===== src/rtl/chip8_audio_pkg.sv =====
// Shared types and constants for the CHIP-8 tone generator: timbre encoding and noise LFSR.
package chip8_audio_pkg;

   typedef enum logic [1:0] {
      SQUARE = 2'd0,
      SAW    = 2'd1,
      TRI    = 2'd2,
      NOISE  = 2'd3
   } timbre_t;

   localparam int unsigned LFSR_W = 15;
   localparam logic [LFSR_W-1:0] LFSR_SEED = 15'h0001;
   // Taps for x^15 + x^14 + 1, bit indices of the shift register.
   localparam int unsigned LFSR_TAP_A = 14;
   localparam int unsigned LFSR_TAP_B = 13;

   function automatic logic [LFSR_W-1:0] lfsr_next(input logic [LFSR_W-1:0] i_state);
      return {i_state[LFSR_W-2:0], i_state[LFSR_TAP_A] ^ i_state[LFSR_TAP_B]};
   endfunction

endpackage


===== src/rtl/chip8_audio_osc.sv =====
// Phase-accumulator oscillator with square/saw/triangle/noise timbres; emits a signed raw sample.
module chip8_audio_osc
   import chip8_audio_pkg::*;
#(
   parameter int unsigned SAMPLE_W = 8,
   parameter int unsigned PHASE_W  = 24
) (
   input  logic                       clk_in,
   input  logic                       rst_n_in,
   input  logic                       tick_in,
   input  logic                       run_in,
   input  logic                       clear_in,
   input  timbre_t                    timbre_in,
   input  logic [PHASE_W-1:0]         pitch_in,
   output logic signed [SAMPLE_W-1:0] s_out
);

   localparam logic signed [SAMPLE_W-1:0] S_MAX = {1'b0, {(SAMPLE_W-1){1'b1}}};
   localparam logic signed [SAMPLE_W-1:0] S_MIN = {1'b1, {(SAMPLE_W-1){1'b0}}};

   logic [PHASE_W-1:0]  r_phase;
   logic [PHASE_W-1:0]  w_phase_sum;
   logic                w_carry;
   logic [LFSR_W-1:0]   r_lfsr;
   logic [SAMPLE_W-1:0] w_p;
   logic [SAMPLE_W-1:0] w_tri_shl;
   logic [SAMPLE_W-1:0] w_tri_u;

   assign {w_carry, w_phase_sum} = {1'b0, r_phase} + {1'b0, pitch_in};

   always_ff @(posedge clk_in or negedge rst_n_in) begin
      if (!rst_n_in) begin
         r_phase <= '0;
         r_lfsr  <= LFSR_SEED;
      end else if (tick_in) begin
         if (clear_in) begin
            r_phase <= '0;
         end else if (run_in) begin
            r_phase <= w_phase_sum;
            // Noise advances once per oscillator period, so its rate follows pitch.
            if (w_carry) begin
               r_lfsr <= lfsr_next(r_lfsr);
            end
         end
      end
   end

   assign w_p       = r_phase[PHASE_W-1 -: SAMPLE_W];
   assign w_tri_shl = {w_p[SAMPLE_W-2:0], 1'b0};
   assign w_tri_u   = w_p[SAMPLE_W-1] ? ~w_tri_shl : w_tri_shl;

   // Subtracting the midpoint from an unsigned code is just an MSB flip.
   always_comb begin
      s_out = S_MIN;
      unique case (timbre_in)
         SQUARE: s_out = w_p[SAMPLE_W-1] ? S_MIN : S_MAX;
         SAW:    s_out = {~w_p[SAMPLE_W-1], w_p[SAMPLE_W-2:0]};
         TRI:    s_out = {~w_tri_u[SAMPLE_W-1], w_tri_u[SAMPLE_W-2:0]};
         NOISE:  s_out = r_lfsr[0] ? S_MAX : S_MIN;
      endcase
   end

endmodule


===== src/rtl/chip8_audio_synth.sv =====
// CHIP-8 tone generator top: sample tick, config shadowing, gate, volume and output register.
// Define CHIP8_AUDIO_ENVELOPE_EN to replace the hard gate with a linear attack/release envelope.
module chip8_audio_synth
   import chip8_audio_pkg::*;
#(
   parameter int unsigned SAMPLE_W   = 8,
   parameter int unsigned PHASE_W    = 24,
   parameter int unsigned VOL_W      = 4,
   parameter int unsigned SAMPLE_DIV = 2268
`ifdef CHIP8_AUDIO_ENVELOPE_EN
   ,
   parameter int unsigned ENV_W      = 8,
   parameter int unsigned ENV_RATE   = 1
`endif
) (
   input  logic                clk_in,
   input  logic                rst_n_in,
   input  logic                active_in,
   input  logic                cfg_valid_in,
   input  logic [1:0]          timbre_in,
   input  logic [PHASE_W-1:0]  pitch_in,
   input  logic [VOL_W-1:0]    vol_in,
   output logic                sample_tick_out,
   output logic [SAMPLE_W-1:0] level_out
);

   localparam int unsigned CNT_W = (SAMPLE_DIV > 1) ? $clog2(SAMPLE_DIV) : 1;
   localparam logic [SAMPLE_W-1:0] MID = {1'b1, {(SAMPLE_W-1){1'b0}}};

   logic [CNT_W-1:0]            r_cnt;
   logic                        w_tick;
   timbre_t                     r_timbre;
   logic [PHASE_W-1:0]          r_pitch;
   logic [VOL_W-1:0]            r_vol;
   logic                        w_run;
   logic                        w_clear;
   logic signed [SAMPLE_W-1:0]  w_s;
   logic signed [SAMPLE_W+VOL_W:0] w_prod;
   logic signed [SAMPLE_W-1:0]  w_g;
   logic [SAMPLE_W-1:0]         w_level_d;
   logic [SAMPLE_W-1:0]         r_level;

   assign w_tick          = (r_cnt == CNT_W'(SAMPLE_DIV - 1));
   assign sample_tick_out = w_tick;
   assign level_out       = r_level;

   always_ff @(posedge clk_in or negedge rst_n_in) begin
      if (!rst_n_in) begin
         r_cnt <= '0;
      end else if (w_tick) begin
         r_cnt <= '0;
      end else begin
         r_cnt <= r_cnt + CNT_W'(1);
      end
   end

   // The tick consumes the shadow value present before its edge, so a write landing on the
   // tick cycle is first heard on the following tick.
   always_ff @(posedge clk_in or negedge rst_n_in) begin
      if (!rst_n_in) begin
         r_timbre <= SQUARE;
         r_pitch  <= '0;
         r_vol    <= '0;
      end else if (cfg_valid_in) begin
         r_timbre <= timbre_t'(timbre_in);
         r_pitch  <= pitch_in;
         r_vol    <= vol_in;
      end
   end

   chip8_audio_osc #(
      .SAMPLE_W (SAMPLE_W),
      .PHASE_W  (PHASE_W)
   ) u_osc (
      .clk_in    (clk_in),
      .rst_n_in  (rst_n_in),
      .tick_in   (w_tick),
      .run_in    (w_run),
      .clear_in  (w_clear),
      .timbre_in (r_timbre),
      .pitch_in  (r_pitch),
      .s_out     (w_s)
   );

   assign w_prod = w_s * $signed({1'b0, r_vol});
   assign w_g    = SAMPLE_W'(w_prod >>> VOL_W);

`ifdef CHIP8_AUDIO_ENVELOPE_EN
   localparam logic [ENV_W:0] ENV_MAX  = {1'b0, {ENV_W{1'b1}}};
   localparam logic [ENV_W:0] ENV_STEP = (ENV_W + 1)'(ENV_RATE);

   logic [ENV_W-1:0]                r_env;
   logic [ENV_W-1:0]                w_env_d;
   logic [ENV_W:0]                  w_env_sum;
   logic signed [SAMPLE_W+ENV_W:0]  w_env_prod;
   logic signed [SAMPLE_W-1:0]      w_out_g;

   assign w_env_sum = {1'b0, r_env} + ENV_STEP;

   always_comb begin
      w_env_d = r_env;
      if (active_in) begin
         w_env_d = (w_env_sum > ENV_MAX) ? ENV_W'(ENV_MAX) : w_env_sum[ENV_W-1:0];
      end else begin
         w_env_d = ({1'b0, r_env} > ENV_STEP) ? ENV_W'({1'b0, r_env} - ENV_STEP) : '0;
      end
   end

   always_ff @(posedge clk_in or negedge rst_n_in) begin
      if (!rst_n_in) begin
         r_env <= '0;
      end else if (w_tick) begin
         r_env <= w_env_d;
      end
   end

   // The tick's sample is scaled by the envelope value it is stepping to.
   assign w_run      = (w_env_d != '0);
   assign w_clear    = !active_in && (w_env_d == '0);
   assign w_env_prod = w_g * $signed({1'b0, w_env_d});
   assign w_out_g    = SAMPLE_W'(w_env_prod >>> ENV_W);
   assign w_level_d  = {~w_out_g[SAMPLE_W-1], w_out_g[SAMPLE_W-2:0]};
`else
   assign w_run     = active_in;
   assign w_clear   = !active_in;
   assign w_level_d = active_in ? {~w_g[SAMPLE_W-1], w_g[SAMPLE_W-2:0]} : MID;
`endif

   always_ff @(posedge clk_in or negedge rst_n_in) begin
      if (!rst_n_in) begin
         r_level <= MID;
      end else if (w_tick) begin
         r_level <= w_level_d;
      end
   end

endmodule


===== config.mk =====
export PLATFORM = sky130hd
export DESIGN_NAME = chip8_audio_synth
export DESIGN_NICKNAME = d
export VERILOG_FILES = /design/src/rtl/chip8_audio_pkg.sv /design/src/rtl/chip8_audio_osc.sv /design/src/rtl/chip8_audio_synth.sv
export SDC_FILE = /design/constraint.sdc
export NUM_CORES = 1
export LEC_CHECK = 0
export ABC_AREA = 1
export ABC_CLOCK_PERIOD_IN_PS = 5100
export CORE_MARGIN = 1.5
export CORE_UTILIZATION = 25
export CTS_CLUSTER_DIAMETER = 30
export DETAILED_ROUTE_END_ITERATION = 7
export PLACE_DENSITY = 0.41
export SLEW_MARGIN = 20
export SYNTH_ARGS = -nofsm -noshare
export SYNTH_HDL_FRONTEND = slang
export SYNTH_SLANG_ARGS = --single-unit

===== constraint.sdc =====
create_clock -name clk_in -period 5.1 [get_ports clk_in]
set_input_delay 1.275 -clock clk_in [delete_from_list [all_inputs] [get_ports clk_in]]
set_output_delay 1.275 -clock clk_in [all_outputs]
set_load 0.01 [all_outputs]

# Word-level counts from Yosys, hierarchy flattened
# Index checks and enable logic that the tools add are counted.
dict set report classes {
  multipliers 1
  n_mux 7
  add_sub_neg 2
  eq_ne 4
  n_bitwise 5
  n_reduce_logical 2
}
# operator count
set op_table {}
lappend op_table {{$mux 8} 4}
lappend op_table {{$pmux 8 s4} 1}
lappend op_table {{$add 24x24->25} 1}
lappend op_table {{$mux 24} 1}
lappend op_table {{$add 12x1->12 const B} 1}
lappend op_table {{$eq 12x12->1 const B} 1}
lappend op_table {{$mul 8x5->12} 1}
lappend op_table {{$mux 12} 1}
lappend op_table {{$not 8->8} 1}
lappend op_table {{$eq 2x2->1 const B} 2}
lappend op_table {{$not 1->1} 3}
lappend op_table {{$reduce_and 3->1} 1}
lappend op_table {{$eq 2x1->1 const B} 1}
lappend op_table {{$logic_not 2->1} 1}
lappend op_table {{$xor 1x1->1} 1}
dict set report totals {
  regBits 89
  elab_cells 28
}

# Logic depth before layout (Yosys ltp)
# Gate-level depths: netlist (run 1).
dict set report logic_depth {
  word_depth 7
  mapped_depth 24
}

# Cells and area by module
# From an unflattened synthesis (run 1), not the netlist that was laid out.
dict set report unflattened {
  hier_cells 956
  hier_area_um2 6909.1
}
# mod cells_each seq_area_each_um2 n_inst area_per_inst_um2
set modules_own_cells {}
lappend modules_own_cells {chip8_audio_osc 567 977.2 1 3535.9}
lappend modules_own_cells {chip8_audio_synth 389 1252.5 1 3373.2}

# Least setup slack after synthesis (run 1)
# OpenSTA, ideal clock, no wires.
dict set report synth_timing {
  path_kind {register to register}
  from {register r_timbre[0]}
  to {register r_level[7], in the netlist level_out[7]}
  arrival_time_ns 3.734
  stages_incl_launch_ff 21
  slack_ns 1.293
  setup_time_ns 0.073
  path_cell_list {dfrtp_1 nor2_2 inv_1 a21oi_1 o21ai_0 a31oi_1 inv_1 nor2_1 ha_1 fa_1 inv_1 fa_1 inv_1 ha_1 a21o_1 o21bai_1 a211oi_1 nand2_1 nand3_1 nand2_1 a21oi_1}
}
dict set report synth_between {
  elab_chain_len 5
  elab_cells_between_ends 8
}
# element line
set synth_lines {}
lappend synth_lines {{from (decl)} chip8_audio_synth.sv:32} ;# timbre_t r_timbre;
lappend synth_lines {{from (signal assigned)} chip8_audio_synth.sv:65} ;# r_timbre <= timbre_t'(timbre_in);
lappend synth_lines {{$eq 2x2->1 (tied with other cells)} chip8_audio_osc.sv:55} ;# unique case (timbre_in)
lappend synth_lines {{$pmux 8 s4 (*)} chip8_audio_osc.sv:55}
lappend synth_lines {{$mul 8x5->12 (*)} chip8_audio_synth.sv:85} ;# assign w_prod = w_s * $signed({1'b0, r_vol});
lappend synth_lines {{$not 1->1 (*)} chip8_audio_synth.sv:126} ;# assign w_level_d = active_in ? {~w_g[SAMPLE_W-1], w_g[SAMPLE_W-2:0]} : MID;
lappend synth_lines {{$mux 8 (*)} chip8_audio_synth.sv:126}
lappend synth_lines {{to (signal assigned)} chip8_audio_synth.sv:133} ;# r_level <= w_level_d;
lappend synth_lines {{to (decl)} chip8_audio_synth.sv:41} ;# logic [SAMPLE_W-1:0] r_level;
# Mark *: on every way between the ends. The rest lies on a longest branch, timed or not.
# A chain may end at the register's enable or synchronous reset.

# Worst setup path after layout (run 1)
# Same ends and word-level chain as after synthesis.

==> results of run 1 <==
[Yosys cell counts (4+ instances only)]
| master | n |
|---|---|
| nand2_1 | 204 |
| inv_2 | 10 |
| a21oi_1 | 46 |
| inv_1 | 94 |
| a31oi_1 | 5 |
| nand3_1 | 29 |
| nand3b_1 | 4 |
| fa_1 | 16 |
| clkbuf_1 | 9 |
| dfrtp_1 | 87 |
| nand4_1 | 9 |
| o21ai_1 | 6 |
| nor3_1 | 5 |
| xnor2_1 | 4 |
| or2_2 | 6 |
| mux2_2 | 24 |
| xor2_1 | 7 |
| nor2_1 | 63 |
| a21o_1 | 6 |
| ha_1 | 44 |
| o21ai_0 | 55 |
[path summary, 6_finish.rpt]
| check | from | end | slack, ns |
|---|---|---|---|
| max | r_timbre[0]$_DFFE_PN0P_ | level_out[7]$_DFFE_PN1P_ | 0.90 |
| min | u_osc.r_lfsr[2]$_DFFE_PN0P_ | u_osc.r_lfsr[3]$_DFFE_PN0P_ | 0.48 |
| max reg2reg | r_timbre[0]$_DFFE_PN0P_ | level_out[7]$_DFFE_PN1P_ | 0.90 |
| min reg2reg | u_osc.r_lfsr[2]$_DFFE_PN0P_ | u_osc.r_lfsr[3]$_DFFE_PN0P_ | 0.48 |
| max in group asynchronous | rst_n_in | level_out[7]$_DFFE_PN1P_ | 3.17 |
| min in group asynchronous | rst_n_in | u_osc.r_lfsr[7]$_DFFE_PN0P_ | 1.02 |
[flip-flops by register name (all words and copies together), names as in the netlist]
signal,count
level_out,8
r_cnt,12
r_pitch,24
r_timbre,2
r_vol,4
u_osc.r_lfsr,15
u_osc.r_phase,24
[report_power, final]
part | internal (mW) | total, mW | switching (mW)
Combinational | 0.205 | 0.534 | 0.329
Clock | 0.446 | 0.749 | 0.303
Sequential | 0.729 | 0.749 | 0.0201
[placed cells by master (no fill, tap or decap), types with 3 or more instances in the layout]
cell type	count
nand2_1	204
dfrtp_1	87
nand2_2	3
nand3_2	3
fa_1	16
o21ai_1	6
inv_1	94
o21bai_1	3
ha_1	44
clkbuf_16	9
nor3_1	5
a31oi_1	5
nand3b_1	4
or2_2	6
mux2_2	24
inv_2	10
buf_4	3
clkdlybuf4s50_1	40
xnor2_1	4
o21ai_0	55
a21o_1	6
a21oi_1	46
xor2_1	7
nand4_1	9
nand3_1	29
o21ai_2	3
nor2_1	63
[per-layer routing]
layer	routed length, um	GRT usage [%]
met5	0	0
met3	328	2.214
met2	7345	21.83
met4	131	2.916
met1	7533	16.98
[area by class of cell]
type                            count  area, um2
Clock inverter                      4      76.32
Tap cell                          324      405.4
Clock buffer                       12      246.5
Multi-Input combinational cell    565       3421
Sequential cell                    89       2230
Fill cell                        2588      16970
Timing Repair Buffer               44      427.9
Inverter                          105      396.6
Antenna cell                        1      2.502
[critical path, stage by stage (launching register included)]
cell and delay [ns]:
dfrtp_1 0.45, nor2_2 0.19, inv_1 0.10, a21oi_1 0.13, o21ai_0 0.10, a31oi_1 0.25, inv_1 0.10, nor2_1 0.10
ha_1 0.26, fa_1 0.54, inv_1 0.05, fa_1 0.52, inv_1 0.04, ha_1 0.36, a21o_1 0.20, o21bai_1 0.19
a211oi_1 0.22, nand2_1 0.10, nand3_1 0.07, nand2_1 0.05, a21oi_1 0.11
[cells by family after synthesis]
kind of cell | share of synthesized area [%]
DFF | 36.40
AOI/OAI and AO/OA | 12.07
xor gates and xnor gates | 1.573
and+or+nand+nor | 23.58
buffers and inverters | 7.743
adders and majority gates | 14.22
muxes | 4.413
==> flow_metrics.env, run 1 <==
export IMPL_status="complete, no violations"
export IMPL_synth_avg_cell_area_um2=7.913
export IMPL_cp_required_ns=5.38
export IMPL_rows=57
export IMPL_design_core_area_um2=24180
export IMPL_p_leak_nw=3.478
export IMPL_ys_top_cells_by_area="dfrtp_1 (36%), nand2_1 (13%), ha_1 (9.0%), inv_1 (5.8%), fa_1 (5.2%)"
export IMPL_cts_resized=0
export IMPL_detail_route_first_pass_iterations=4
export IMPL_placed_cell_area_um2=6880
export IMPL_worstRegToRegCells=20
export IMPL_synthDistinctLibCells=46
export IMPL_finClkSkew_ns=0.01108
export IMPL_timing_final_ws_setup_ns=0.8981
export IMPL_synthCells=774
export IMPL_grt_setup_unrepaired="no"
export IMPL_peakVddDrop_mv=0.1269
export IMPL_achievable_frequency_ghz=0.2380
export IMPL_grt_pass1_wl_um=26260
export IMPL_cts_made_buffers=9
export IMPL_tritoncts_clock_tree="yes"
export IMPL_timing_hold_worst_path_depth=2
export IMPL_synthArstFlopShare_pct=100.0
export IMPL_antenna_found_initial=0
export IMPL_path_class="register to register"
export IMPL_synth_top_cell_area_share_pct=35.55
export IMPL_htree_levels=3
export IMPL_minimum_clock_period_ns=4.202
export IMPL_routedWlPerCell_um=13.41
export IMPL_finalNonFillerCells=1144
export IMPL_power_density_nw_per_um2=282.0
export IMPL_antenna_left=0
export IMPL_grt_overflow=0
export IMPL_detail_route_iter0_violations=232
export IMPL_drc_violations_left=0
export IMPL_cell_area_after_layout_um2=7206
export IMPL_maxSlewViolCount=0
export IMPL_place_congestion=0.8058
export IMPL_synth_seq_cells=89
export IMPL_synthesis_yosys_warnings=0
export IMPL_width_of_the_chip_um=159.5
export IMPL_fin_setup_tns_ns=0
export IMPL_top_level_ports=43
export IMPL_synth_area_leader_cell="dfrtp_1"
export IMPL_post_cts_hold_buffer_count=0
export IMPL_cap_violations=0
export IMPL_insertion_delay_ns=0.35
export IMPL_seq_area_frac_synth_pct=36.40
export IMPL_finalWirelength_um=15340
export IMPL_final_setup_violating_endpoints=0
export IMPL_synthToLayoutAreaGrowth_pct=17.65
export IMPL_mappedNetlistNets=868
export IMPL_totalPowerFinal_mw=2.032
export IMPL_number_of_global_route_vias_before_repair=5148
export IMPL_die_y_um=159.5
export IMPL_postLayoutCoreUtil_pct=29.80
export IMPL_die_area_um2=25450
export IMPL_worst_slew_pin_transition_ns=0.9018
export IMPL_final_hold_worst_slack_ns=0.4754
export IMPL_via_count=4992
export IMPL_grt_total_usage_pct=12.84
export IMPL_layout_drive_gt1_share_pct=9.524
export IMPL_placedCellCount=1127
export IMPL_ys_flop_type="dfrtp_1"
export IMPL_critical_path_peak_fanout=6
export IMPL_number_of_enable_flip_flop_cells_after_synthesis=0
export IMPL_slew_limit_headroom_pct=39.88
export IMPL_max_clock_path_buffers=2
export IMPL_pre_cts_slack_ns=0.9371
export IMPL_crit_path_start_kind="register"
export IMPL_post_cts_setup_buffers=0
export IMPL_cts_root_buf="clkbuf_16"
export IMPL_routed_via_density=4.364
export IMPL_cp_data_arrival_time_ns=4.48
export IMPL_fraction_of_the_cycle_the_final_worst_path_needs_pct=82.39
export IMPL_clkSlewWorstSetupHoldPaths_ns=0.07
export IMPL_clkSinkCount=89
export IMPL_detailedPlacementHpwl_um=11580
export IMPL_number_of_port_buffers=42
export IMPL_hold_viol_final=0
export IMPL_grt_start_max_net_pins=66
export IMPL_final_net_count=908
export IMPL_floorplan_initialDensity_pct=25.33
export IMPL_setup_crit_end_kind="register"
export IMPL_hp_class="register to register"
export IMPL_synth_area_um2=6125
Power figures use the tool's default switching activity.
==> run 2: changes to the inputs <==
--- a/config.mk
+++ b/config.mk
@@ -6,7 +6,7 @@
 export NUM_CORES = 1
 export LEC_CHECK = 0
 export ABC_AREA = 1
-export ABC_CLOCK_PERIOD_IN_PS = 5100
+export ABC_CLOCK_PERIOD_IN_PS = 4000
 export CORE_MARGIN = 1.5
 export CORE_UTILIZATION = 25
 export CTS_CLUSTER_DIAMETER = 30
==> constraint.sdc (replaced) <==
create_clock -name clk_in -period 4 [get_ports clk_in]
set_input_delay 1 -clock clk_in [delete_from_list [all_inputs] [get_ports clk_in]]
set_output_delay 1 -clock clk_in [all_outputs]
set_load 0.01 [all_outputs]
==> flow_metrics.env, run 2 (synthesized netlist as in run 1, its figures left out) <==
export IMPL_fin_setup_tns_ns=0
export IMPL_worstRegToRegCells=21
export IMPL_fraction_of_the_cycle_the_final_worst_path_needs_pct=95.24
export IMPL_top_regs="r_pitch: 24 flops, u_osc.r_phase: 24 flops, u_osc.r_lfsr: 15 flops"
export IMPL_max_stage_delay_ns=0.56
export IMPL_cell_area_after_layout_um2=7629
export IMPL_num_fill_cells=2617
export IMPL_die_area_um2=25450
export IMPL_slew_limit_headroom_pct=38.61
export IMPL_hold_path_startpoint="u_osc.r_lfsr[8]$_DFFE_PN0P_"
export IMPL_grt_overflow=0
export IMPL_cts_made_buffers=9
export IMPL_detail_route_first_pass_iterations=5
export IMPL_cp_required_ns=4.29
export IMPL_timing_hold_worst_path_depth=2
export IMPL_path_class="register to register"
export IMPL_rows=57
export IMPL_antenna_left=0
export IMPL_final_net_count=936
export IMPL_register_area_um2=2232
export IMPL_number_of_global_route_vias_before_repair=5256
export IMPL_hold_viol_final=0
export IMPL_pre_cts_slack_ns=-0.01611
export IMPL_clkSinkCount=89
export IMPL_routed_via_density=4.374
export IMPL_via_count=5122
export IMPL_layout_drive_gt1_share_pct=17.47
export IMPL_antenna_found_initial=0
export IMPL_setup_reg_to_reg_worst_slack_ns=0.19
export IMPL_finClkSkew_ns=0.007566
export IMPL_power_density_nw_per_um2=350.7
export IMPL_setup_crit_end_kind="register"
export IMPL_timing_critical_path_cells="nand3_2, nand2_2, clkinv_4, a31oi_4, inv_2, nor2_2, ha_1, fa_1, inv_1, fa_1, inv_1, ha_4, buf_4, nand2_2, nor3_4, nand3_1, nand2_1, inv_1, nand2_1, nand2_1, a21oi_1"
export IMPL_status="complete, no violations"
export IMPL_finalWirelength_um=15640
export IMPL_detailedPlacementHpwl_um=11710
export IMPL_peakVddDrop_mv=0.1542
export IMPL_grt_pass1_wl_um=26450
export IMPL_cts_root_buf="clkbuf_16"
export IMPL_p_leak_nw=3.619
export IMPL_r2r_start="u_osc.r_lfsr[0]$_DFFE_PN1P_"
export IMPL_clkSlewWorstSetupHoldPaths_ns=0.07
export IMPL_critical_path_peak_fanout=7
export IMPL_floorplan_initialDensity_pct=25.33
export IMPL_final_setup_violating_endpoints=0
export IMPL_hp_class="register to register"
export IMPL_grt_total_usage_pct=12.94
export IMPL_final_hold_worst_slack_ns=0.4730
export IMPL_routedWlPerCell_um=13.35
export IMPL_postLayoutCoreUtil_pct=31.55
export IMPL_most_frequent_standard_cell_in_the_layout_excluding_fill_and_tap_cells="nand2_1"
export IMPL_number_of_port_buffers=42
export IMPL_n_antenna_cell=0
export IMPL_worst_slew_pin_transition_ns=0.9208
export IMPL_maxSlewViolCount=0
export IMPL_cap_violations=0
export IMPL_drc_violations_left=0
export IMPL_placed_cell_area_um2=7013
export IMPL_tritoncts_clock_tree="yes"
export IMPL_cp_data_arrival_time_ns=4.10
export IMPL_r2r_end="level_out[7]$_DFFE_PN1P_"
export IMPL_minimum_clock_period_ns=3.810
export IMPL_post_cts_hold_buffer_count=0
export IMPL_design_core_area_um2=24180
export IMPL_placedCellCount=1143
export IMPL_multi_input_area_um2=3646
export IMPL_synthToLayoutAreaGrowth_pct=24.56
export IMPL_top_level_ports=43
export IMPL_timing_final_ws_setup_ns=0.1904
export IMPL_finalNonFillerCells=1171
export IMPL_detail_route_iter0_violations=214
export IMPL_totalPowerFinal_mw=2.675
export IMPL_achievable_frequency_ghz=0.2625
export IMPL_worstHoldEndpoint="u_osc.r_lfsr[9]$_DFFE_PN0P_"
export IMPL_most_common_layout_cells="nand2_1 (199), inv_1 (86), dfrtp_1 (85)"
export IMPL_htree_levels=3
export IMPL_insertion_delay_ns=0.35
export IMPL_crit_path_start_kind="register"
export IMPL_die_y_um=159.5
export IMPL_cpMaxStageDelayCell="dfstp_2"
export IMPL_grt_start_max_net_pins=58
export IMPL_width_of_the_chip_um=159.5
export IMPL_max_clock_path_buffers=2
export IMPL_place_congestion=0.7642
[run 2: cell count changes in the layout (fill, tap and decap cells not counted), moves of 5 or more]
cell,change
ha_4,+5
nand2_1,-5
a21oi_1,-5
buf_4,+24
a21oi_2,+5
o21ai_0,-5
nor2_1,-5
inv_1,-8
ha_1,-5
inv_2,+6
[run 2: report_power, final]
part / switching, mW / internal, mW
clock network: 0.404 / 0.425
registers: 0.0257 / 0.929
logic: 0.507 / 0.385
total: 0.936 / 1.74
[run 2: critical path: cells and delay by family, from the launching register on]
family	cells	cell delay [ns]
AOI/OAI and AO/OA	2	0.36
buffers and inverters	6	0.44
and+or+nand+nor	9	0.87
DFF	1	0.56
adders and majority gates	4	1.51
[run 2: layout make-up]
type                    instances  area share, %
clock buffers                  10          3.001
clock inverters                 6         0.5412
inverters                     105          5.298
multi-input cells             565          47.79
flip-flops and latches         89          29.26
well taps                     324          5.314
repair buffers                 72          8.791
[run 2: worst max path at each step]
stage | startpoint | end | slack, ns | depth (start not counted)
after floorplan | r_timbre[0]$_DFFE_PN0P_ | level_out[7]$_DFFE_PN1P_ | 0.19 | 20
after global placement | r_timbre[0]$_DFFE_PN0P_ | level_out[7]$_DFFE_PN1P_ | -0.02 | 20
after detailed placement | u_osc.r_lfsr[0]$_DFFE_PN1P_ | level_out[7]$_DFFE_PN1P_ | -0.02 | 19
after CTS | r_timbre[0]$_DFFE_PN0P_ | level_out[7]$_DFFE_PN1P_ | 0.05 | 20
after global routing | r_timbre[1]$_DFFE_PN0P_ | level_out[7]$_DFFE_PN1P_ | -0.05 | 23
final | u_osc.r_lfsr[0]$_DFFE_PN1P_ | level_out[7]$_DFFE_PN1P_ | 0.19 | 21
[run 2: repair_timing]
action,CTS,global route
setup endpoints to repair,1,6
pin swaps,0,22
buffers inserted,0,12
resized for setup,1,60
[run 2: metal layers]
layer | wire length [um] | vias up | track usage, %
met5 | 0 | - | 0
li1 | - | 2649 | -
met1 | 7470 | 2409 | 16.53
met4 | 204 | 0 | 3.559
met2 | 7640 | 52 | 22.35
met3 | 321 | 12 | 2.318
==> run 3: changes to the inputs <==
--- a/config.mk
+++ b/config.mk
@@ -12,6 +12,7 @@
 export CTS_CLUSTER_DIAMETER = 30
 export DETAILED_ROUTE_END_ITERATION = 7
 export PLACE_DENSITY = 0.41
+export RECOVER_POWER = 100
 export SLEW_MARGIN = 20
 export SYNTH_ARGS = -nofsm -noshare
 export SYNTH_HDL_FRONTEND = slang
==> flow_metrics.env, run 3 (synthesized netlist as in run 1, its figures left out) <==
export IMPL_detailedPlacementHpwl_um=11710
export IMPL_cts_root_buf="clkbuf_16"
export IMPL_hp_class="register to register"
export IMPL_synthToLayoutAreaGrowth_pct=24.05
export IMPL_slew_limit_headroom_pct=-47.45
export IMPL_grt_start_max_net_pins=58
export IMPL_power_density_nw_per_um2=351.9
export IMPL_p_leak_nw=3.579
export IMPL_die_y_um=159.5
export IMPL_cp_data_arrival_time_ns=4.10
export IMPL_timing_critical_path_cells="nand3_2, nand2_2, clkinv_4, a31oi_4, inv_2, nor2_2, ha_1, fa_1, inv_1, fa_1, inv_1, ha_4, buf_4, nand2_2, nor3_4, nand3_1, nand2_1, inv_1, nand2_1, nand2_1, a21oi_1"
export IMPL_hold_viol_final=0
export IMPL_worst_path_buf_inv=6
export IMPL_top_level_ports=43
export IMPL_clkSlewWorstSetupHoldPaths_ns=0.07
export IMPL_grt_total_usage_pct=12.94
export IMPL_clkSinkCount=89
export IMPL_achievable_frequency_ghz=0.2628
export IMPL_number_of_global_route_vias_before_repair=5256
export IMPL_grt_overflow=0
export IMPL_worst_slew_pin_transition_ns=2.212
export IMPL_design_core_area_um2=24180
export IMPL_number_of_port_buffers=42
export IMPL_placedCellCount=1143
export IMPL_max_stage_delay_ns=0.56
export IMPL_routed_via_density=4.372
export IMPL_final_setup_violating_endpoints=0
export IMPL_status="finished, violations left"
export IMPL_critPathTopFamily="adder cells"
export IMPL_tritoncts_clock_tree="yes"
export IMPL_path_class="register to register"
export IMPL_rows=57
export IMPL_finClkSkew_ns=0.007374
export IMPL_htree_levels=3
export IMPL_detail_route_iter0_violations=227
export IMPL_place_congestion=0.7642
export IMPL_setup_crit_end_kind="register"
export IMPL_fraction_of_the_cycle_the_final_worst_path_needs_pct=95.14
export IMPL_most_frequent_standard_cell_in_the_layout_excluding_fill_and_tap_cells="nand2_1"
export IMPL_maxSlewViolCount=108
export IMPL_antenna_left=0
export IMPL_layout_drive_gt1_share_pct=16.41
export IMPL_floorplan_initialDensity_pct=25.33
export IMPL_cap_violations=3
export IMPL_minimum_clock_period_ns=3.806
export IMPL_violations_in_the_final_reports="capacitance limit, slew limit"
export IMPL_final_net_count=936
export IMPL_finalNonFillerCells=1171
export IMPL_n_antenna_cell=0
export IMPL_peakVddDrop_mv=0.1543
export IMPL_grt_pass1_wl_um=26450
export IMPL_postLayoutCoreUtil_pct=31.42
export IMPL_die_area_um2=25450
export IMPL_most_common_layout_cells="nand2_1 (200), inv_1 (88), dfrtp_1 (85)"
export IMPL_via_count=5120
export IMPL_crit_path_start_kind="register"
export IMPL_top_regs="r_pitch: 24 flops, u_osc.r_phase: 24 flops, u_osc.r_lfsr: 15 flops"
export IMPL_drc_violations_left=0
export IMPL_setup_reg_to_reg_worst_slack_ns=0.19
export IMPL_finalWirelength_um=15650
export IMPL_num_fill_cells=2622
export IMPL_cpMaxStageDelayCell="dfstp_2"
export IMPL_cp_required_ns=4.29
export IMPL_antenna_found_initial=0
export IMPL_insertion_delay_ns=0.36
export IMPL_width_of_the_chip_um=159.5
export IMPL_detail_route_first_pass_iterations=5
export IMPL_routedWlPerCell_um=13.37
export IMPL_cts_made_buffers=9
export IMPL_max_clock_path_buffers=2
export IMPL_critical_path_peak_fanout=7
[run 3: where the power goes]
| part | total, mW | switching, mW | internal [mW] |
|---|---|---|---|
| combinational | 0.888 | 0.505 | 0.384 |
| clock | 0.830 | 0.405 | 0.425 |
| sequential | 0.955 | 0.0257 | 0.929 |
[run 3: path summary, 6_finish.rpt]
path,start,to,cells after the start
worst max-delay path,u_osc.r_lfsr[0]$_DFFE_PN1P_,level_out[7]$_DFFE_PN1P_,21
worst min-delay path,u_osc.r_lfsr[8]$_DFFE_PN0P_,u_osc.r_lfsr[9]$_DFFE_PN0P_,2
worst max register to register,u_osc.r_lfsr[0]$_DFFE_PN1P_,level_out[7]$_DFFE_PN1P_,21
worst min register to register,u_osc.r_lfsr[8]$_DFFE_PN0P_,u_osc.r_lfsr[9]$_DFFE_PN0P_,2
max in group asynchronous,rst_n_in,u_osc.r_lfsr[0]$_DFFE_PN1P_,2
min in group asynchronous,rst_n_in,u_osc.r_lfsr[9]$_DFFE_PN0P_,1
[run 3: timing repair]
action	in CTS	in global routing
hold buffers	0	0
gates resized for setup	1	60
buffers inserted	0	12
pin swaps	0	22
setup endpoints to repair	1	6
[run 3: area by class of cell]
cell class,count,area (um2),area share (%)
multi-input cells,565,3630,47.78
flip-flops and latches,89,2232,29.38
repair buffers,72,658.1,8.663
well taps,324,405.4,5.336
inverters,105,401.6,5.287
clock buffers,10,229.0,3.014
clock inverters,6,41.29,0.5435
[run 3: metal layers]
metal	part of all wire (%)	global-route usage, %	routed length [um]	vias to the layer above
met5	0	0	0	-
met4	1.3	3.559	208	0
met3	2.0	2.318	320	13
met2	49	22.35	7637	47
met1	48	16.53	7485	2409
li1	-	-	-	2651
[run 3: per-stage QoR]
step	hold WS, ns	power [mW]	cell area (um2)	worst slack [ns]	TNS [ns]
2_1_floorplan	0.4422	1.473	6125	0.1928	0
3_3_place_gp	0.4548	1.720	7013	-0.02044	-0.02044
3_5_place_dp	0.4566	1.720	7013	-0.01611	-0.01611
4_1_cts	0.4782	2.571	7289	0.04852	0
5_1_grt	0.4922	2.865	7597	-0.04996	-0.05625
6_report	0.4726	2.673	7597	0.1945	0
[run 3: tightest hold or removal path: stages, from the launching register on]
cell,delay (ns)
dfrtp_1,0.34
nand2_1,0.05
nand2_1,0.05
